File: src/rtl/inst_loader.sv
// Instruction-memory loader: streams words from a valid/ready source into
// consecutive instruction-memory addresses starting at 0. On a clean finish
// it pulses cpu_start, which is wired to the fetch stage reset.
module inst_loader #(
    parameter int A = 4,
    parameter int W = 9
) (
    input  logic         clk,
    input  logic         reset,
    input  logic         load_req,
    input  logic [W-1:0] data_in,
    input  logic         data_valid,
    input  logic         data_last,
    output logic         data_ready,
    output logic         wr_en,
    output logic [A-1:0] wr_addr,
    output logic [W-1:0] wr_data,
    output logic         cpu_start,
    output logic         loading,
    output logic [A:0]   count,
    output logic         err
);

    typedef enum logic [2:0] {
        IDLE  = 3'd0,
        LOAD  = 3'd1,
        DRAIN = 3'd2,
        START = 3'd3,
        DONE  = 3'd4
    } state_t;

    // Index of the final slot; accepting here without data_last truncates.
    localparam logic [A:0] LAST_SLOT = {1'b0, {A{1'b1}}};

    state_t state;
    state_t next_state;
    logic   accept;
    logic   session_start;
    logic   full_no_last;

    // Handshake, start request and truncation decode, all from current state.
    always_comb begin
        data_ready    = (state == LOAD);
        loading       = (state == LOAD) || (state == DRAIN) || (state == START);
        accept        = (state == LOAD) && data_valid;
        session_start = ((state == IDLE) || (state == DONE)) && load_req;
        full_no_last  = accept && !data_last && (count == LAST_SLOT);
    end

    // Next-state logic; DRAIN and START each last exactly one cycle.
    always_comb begin
        next_state = state;
        case (state)
            IDLE, DONE: begin
                if (load_req) next_state = LOAD;
            end
            LOAD: begin
                if (accept && data_last)  next_state = DRAIN;
                else if (full_no_last)    next_state = DONE;
            end
            DRAIN:   next_state = START;
            START:   next_state = DONE;
            default: next_state = IDLE;
        endcase
    end

    // State register; reset aborts any session immediately.
    always_ff @(posedge clk or posedge reset) begin
        if (reset) state <= IDLE;
        else       state <= next_state;
    end

    // Write port, word counter, start pulse and sticky truncation flag.
    // The counter doubles as the next write address, so it never wraps.
    always_ff @(posedge clk or posedge reset) begin
        if (reset) begin
            wr_en     <= 1'b0;
            wr_addr   <= '0;
            wr_data   <= '0;
            cpu_start <= 1'b0;
            count     <= '0;
            err       <= 1'b0;
        end else begin
            wr_en     <= accept;
            cpu_start <= (state == DRAIN);
            if (accept) begin
                wr_addr <= count[A-1:0];
                wr_data <= data_in;
                count   <= count + 1'b1;
            end
            if (session_start) begin
                count <= '0;
                err   <= 1'b0;
            end else if (full_no_last) begin
                err <= 1'b1;
            end
        end
    end

endmodule

File: config.mk
export PLATFORM = sky130hd
export DESIGN_NAME = inst_loader
export DESIGN_NICKNAME = d
export VERILOG_FILES = /design/src/rtl/inst_loader.sv
export SDC_FILE = /design/constraint.sdc
export NUM_CORES = 1
export LEC_CHECK = 0
export ABC_AREA = 0
export BUFFER_PORTS_ARGS = -buffer_cell sky130_fd_sc_hd__buf_2
export CORE_MARGIN = 2
export CORE_UTILIZATION = 31
export CTS_BUF_LIST = sky130_fd_sc_hd__clkbuf_8
export CTS_CLUSTER_SIZE = 30
export DETAILED_ROUTE_END_ITERATION = 16
export SETUP_SLACK_MARGIN = 0.4
export SLEW_MARGIN = 25
export SYNTH_ARGS = -nofsm -noshare
export SYNTH_HDL_FRONTEND = slang
export SYNTH_SLANG_ARGS = --single-unit
File: constraint.sdc
create_clock -name clk -period 3.8 [get_ports clk]
set_clock_uncertainty 0.15 [all_clocks]
set_input_delay 0.57 -clock clk [delete_from_list [all_inputs] [get_ports clk]]
set_output_delay 0.57 -clock clk [all_outputs]
set_load 0.01 [all_outputs]
==> results.json, run 1 <==
{
  "slew_violations": 0,
  "relSlewSlack_pct": 40.5,
  "syn2layout_area_growth_pct": 27.7,
  "seq_area_um2": 601,
  "detail_route.iter0.violations": 20,
  "p_leak_nw": 0.718,
  "layout-drive-gt1-share_pct": 28.9,
  "fin_crit_ps": 2380,
  "nets": 159,
  "ys_seq_elements": 24,
  "syn-mean-instance-area_um2": 9.46,
  "cts-resized-gates": 0,
  "startpoint": "state[2]",
  "status": "finished, final reports clean",
  "min_period_over_period_pct": 62.5,
  "rsz0062_at_grt": "false",
  "crit_fanout": 19,
  "crit_type": "reg -> reg",
  "cts.clk_slew.worst_paths_ps": 80,
  "worst_pin_slew_ps": 891,
  "whs_path_depth": 2,
  "cp.arrival_ps": 2380,
  "post_dp_cell_area_um2": 1210,
  "setup_tns_ps": 0,
  "synth_cells": 105,
  "ys_seq_area_share_pct": 60.5,
  "maxCapViolCount": 0,
  "clock_sinks": 24,
  "initial_core_util_pct": 32.5,
  "fin_ws_ps": 1420,
  "synth.distinct_cells": 21,
  "cts_hold_buf": 0,
  "core_area_um2": 3050,
  "route.detailed.drc": 0,
  "r2r_end": "state[2]",
  "ys_warn_count": 0,
  "nFillCells": 322,
  "hold_class": "reg -> reg",
  "synth.top_cells.by_count": "nand2_1 (40), dfrtp_1 (24), inv_1 (6), nor2_1 (6), o21ai_0 (5)",
  "ff2ff_setup_slack_ps": 1420,
  "p_per_area_nw_per_um2": 687,
  "fin_area_um2": 1270,
  "holdPathEnd": "wr_data[7]",
  "synth_ff_type": "dfrtp_1",
  "clock_path_buffers": 2,
  "finalSetupViolations": 0,
  "vias_per_cell": 4.44,
  "synth-edff-count": 0,
  "synth_area_leaders": "dfrtp_1 (60%), nand2_1 (15%), a22o_1 (2.6%), ha_1 (2.5%), o21ai_0 (2.5%)",
  "vias": 826,
  "track_usage_pct": 11.5,
  "cts_buffers": 3,
  "grt_overflow": 0,
  "htreeDepth": 1,
  "synthArstFlopShare_pct": 100,
  "antenna_found_initial": 0,
  "rows": 20,
  "hold_start": "wr_data[7]",
  "syn_area_um2": 993,
  "fp.dieH_um": 60.6,
  "fin_cells": 186,
  "end_kind": "flop",
  "pre_cts_slack_ps": 1290,
  "clk_latency_ps": 260,
  "yosysMostFrequentCell": "nand2_1",
  "hold_ws_ps": 330,
  "drtAntennaViolNets": 0,
  "dp.cells": 182,
  "hold_viol": 0,
  "synth_nets": 121,
  "rr_startpoint": "state[2]",
  "synth_top_area_cell": "dfrtp_1",
  "cts_root_buf": "clkbuf_8",
  "gp_congestion": 0.786,
  "die_w_um": 60.6,
  "post_cts_buffers": 0,
  "drtPass1Iterations": 4,
  "dieArea_um2": 3670,
  "ir_worst_vdd_mv": 0.199,
  "port_buffers": 36,
  "diodes": 0,
  "grt_pass1_vias": 737,
  "wl_mm": 2.03,
  "crit_required_ps": 3800,
  "r2r_cells": 4,
  "grt_max_degree": 25,
  "dp_hpwl_mm": 1.42,
  "fmax_ghz": 0.421,
  "yosysTopAreaCellShare_pct": 60.5,
  "grt_pass1_wl_mm": 3.16,
  "multi_input_area_um2": 352,
  "io_pins": 37,
  "cts_tree": "done",
  "critPathLaunchType": "flop",
  "wl_per_cell_um": 10.9
}
-- stage by stage --
stage                     util [%]  power, W
after CTS                     41.6  0.000884
after floorplan                  -  0.000593
after global routing          41.6  0.000941
final                         41.6  0.000872
after global placement        39.8  0.000705
after detailed placement      39.8  0.000714
-- flip-flops by register name, indices dropped and copies added (netlist names) --
register   count
count          5
cpu_start      1
err            1
state          3
wr_addr        4
wr_data        9
wr_en          1
-- final cells by class --
| class | count | share of cell area, % |
|---|---|---|
| inverter | 7 | 2.07 |
| tap | 44 | 4.34 |
| clock buffer | 4 | 4.34 |
| multi-input combinational | 71 | 27.7 |
| timing repair buffer | 36 | 14.2 |
| sequential | 24 | 47.3 |
-- logic make-up after synthesis --
kind of cell / after synthesis / synth area share, %
adder cells (fa/ha/maj): 2 / 2.52
buffers and inverters: 10 / 4.16
AND/OR/NAND/NOR: 55 / 23.6
XOR/XNOR: 1 / 0.882
AO/OA/AOI/OAI: 13 / 8.44
flip-flops: 24 / 60.5
-- cells in the final DEF (no fill, tap or decap), drive strengths merged --
cell type and count:
a22o 3, nor3b 2, clkbuf 4, nand2 40
nand3 1, xnor2 1, nor2 6, and3 1
o2bb2ai 1, a21oi 2, inv 7, a211oi 1
a31oi 1, nor3 1, nand2b 1, buf 36
nand4bb 1, dfrtp 24, o21ai 5, or3 2
ha 2
-- per-layer routing --
layer	part of all wire [%]	global-route usage (%)
met5	0	0
met4	1.4	6.52
met3	7.6	1.92
met2	41	18.4
met1	50	14.9
-- worst max-delay path: stages, from the launching register on --
cell	delay [ps]
dfrtp_1	440
nand4bb_1	760
inv_2	580
nand2_1	120
a22o_1	210
-- how the worst max path moves through the flow --
stage / endpoint / slack [ps] / depth (start not counted)
2_1_floorplan: state[2] / 2050 / 6
3_3_place_gp: state[2] / 1430 / 5
3_5_place_dp: state[2] / 1290 / 5
4_1_cts: state[2] / 1420 / 4
5_1_grt: state[2] / 1250 / 4
6_report: state[2] / 1420 / 4
-- power breakdown --
part | internal, W | leakage [nW] | total [W] | switching (W)
Sequential | 0.000337 | 0.315 | 0.000399 | 0.0000617
Clock | 0.0000922 | 0.0288 | 0.000166 | 0.0000738
Combinational | 0.000127 | 0.374 | 0.000307 | 0.000180
Total | 0.000556 | 0.718 | 0.000872 | 0.000316
Power figures use the tool's default switching activity.
==> run 2: changes to the inputs <==
==> constraint.sdc (replaced) <==
create_clock -name clk -period 2.4 [get_ports clk]
set_clock_uncertainty 0.15 [all_clocks]
set_input_delay 0.36 -clock clk [delete_from_list [all_inputs] [get_ports clk]]
set_output_delay 0.36 -clock clk [all_outputs]
set_load 0.01 [all_outputs]
==> results.json, run 2 (synthesis results as in run 1) <==
{
  "crit_fanout": 8,
  "r2r_cells": 6,
  "core_area_um2": 3050,
  "worst_pin_slew_ps": 830,
  "initial_core_util_pct": 32.5,
  "setup_tns_ps": 0,
  "status": "finished with violations",
  "drtAntennaViolNets": 0,
  "fmax_ghz": 0.552,
  "cp_cell_sequence": "nor3b_1, buf_2",
  "nets": 161,
  "layout-drive-gt1-share_pct": 29.9,
  "detail_route.iter0.violations": 32,
  "grt_overflow": 0,
  "slowest_stage": "dfrtp_1",
  "port_buffers": 36,
  "syn2layout_area_growth_pct": 30.9,
  "wl_mm": 2.08,
  "wl_per_cell_um": 11.1,
  "crit_type": "reg -> out",
  "clock_path_buffers": 2,
  "cts.clk_slew.worst_paths_ps": 80,
  "maxCapViolCount": 0,
  "path_delay_family": "flip-flops",
  "r2r_end": "state[2]",
  "hold_class": "in -> async",
  "largest_registers": "wr_data x9, count x5, wr_addr x4",
  "route.detailed.drc": 0,
  "p_leak_nw": 0.730,
  "vias": 836,
  "hold_ws_ps": -2.23,
  "diodes": 0,
  "dp_hpwl_mm": 1.48,
  "dieArea_um2": 3670,
  "final_cell_mix": "nand2_1 (40), buf_2 (36), dfrtp_1 (24)",
  "grt_max_degree": 25,
  "fin_area_um2": 1300,
  "grt_pass1_vias": 791,
  "violations": "hold timing",
  "top_register": "wr_data",
  "end_kind": "output pin",
  "cts-resized-gates": 0,
  "cts_root_buf": "clkbuf_8",
  "fin_cells": 188,
  "pre_cts_slack_ps": 612,
  "clk_latency_ps": 260,
  "cpPeakStageDelay_ps": 470,
  "track_usage_pct": 13.0,
  "cts_tree": "done",
  "fin_crit_ps": 1810,
  "relSlewSlack_pct": 44.4,
  "cp_num_buf_inv": 1,
  "critPathLaunchType": "flop",
  "clock_sinks": 24,
  "min_period_over_period_pct": 75.5,
  "grt_pass1_wl_mm": 3.50,
  "ir_worst_vdd_mv": 0.522,
  "rr_startpoint": "count[0]",
  "rows": 20,
  "ff2ff_setup_slack_ps": 590,
  "dp.cells": 184,
  "fin_ws_ps": 587,
  "rsz0062_at_grt": "false",
  "p_per_area_nw_per_um2": 1140,
  "die_w_um": 60.6,
  "crit_required_ps": 1890,
  "post_cts_buffers": 0,
  "drtPass1Iterations": 4,
  "finalSetupViolations": 0,
  "io_pins": 37,
  "largest_reg_flops": 9,
  "slew_violations": 0,
  "cp.arrival_ps": 1300,
  "post_dp_cell_area_um2": 1230,
  "fp.dieH_um": 60.6,
  "antenna_found_initial": 0,
  "nFillCells": 330,
  "cts_buffers": 3,
  "htreeDepth": 1,
  "layout_commonest_cell": "nand2_1",
  "hold_viol": 5,
  "gp_congestion": 0.765,
  "cts_hold_buf": 0,
  "vias_per_cell": 4.45
}
[run 2: layout make-up]
class | instances | area, um2 | share of cell area [%]
flip-flops and latches | 24 | 601 | 46.2
repair buffers | 38 | 195 | 15.0
inverters | 7 | 26.3 | 2.02
multi-input cells | 71 | 352 | 27.0
clock buffers | 3 | 41.3 | 3.18
well taps | 44 | 55.1 | 4.23
clock inverters | 1 | 30.0 | 2.31
[run 2: worst max-delay path by stage]
stage	from	endpoint	slack [ps]	cells past startpoint
6_report	state[0]	data_ready	590	2
2_1_floorplan	count[0]	state[2]	650	6
5_1_grt	count[0]	state[2]	460	6
4_1_cts	state[0]	data_ready	600	2
3_5_place_dp	count[0]	state[2]	610	6
3_3_place_gp	count[0]	state[2]	660	6
[run 2: power by group]
group	leakage [nW]	internal [W]	total [W]	switching [W]
sequential	0.315	0.000534	0.000626	0.0000929
combinational	0.379	0.000215	0.000506	0.000291
clock	0.0357	0.000223	0.000347	0.000124
total	0.730	0.000971	0.00148	0.000508
[run 2: routing by layer]
metal  wire (um)  track usage [%]  vias to the layer above
met1         980             16.1                      385
met5           0                0                        -
met3         130             1.92                        4
met4          57             9.01                        0
li1            -                -                      419
met2         915             20.9                       28
[run 2: metrics by stage]
stage	total power (W)	utilization, %
6_report	0.00148	42.6
2_1_floorplan	0.000940	-
4_1_cts	0.00150	42.6
3_5_place_dp	0.00115	40.2
5_1_grt	0.00160	42.6
3_3_place_gp	0.00113	40.2
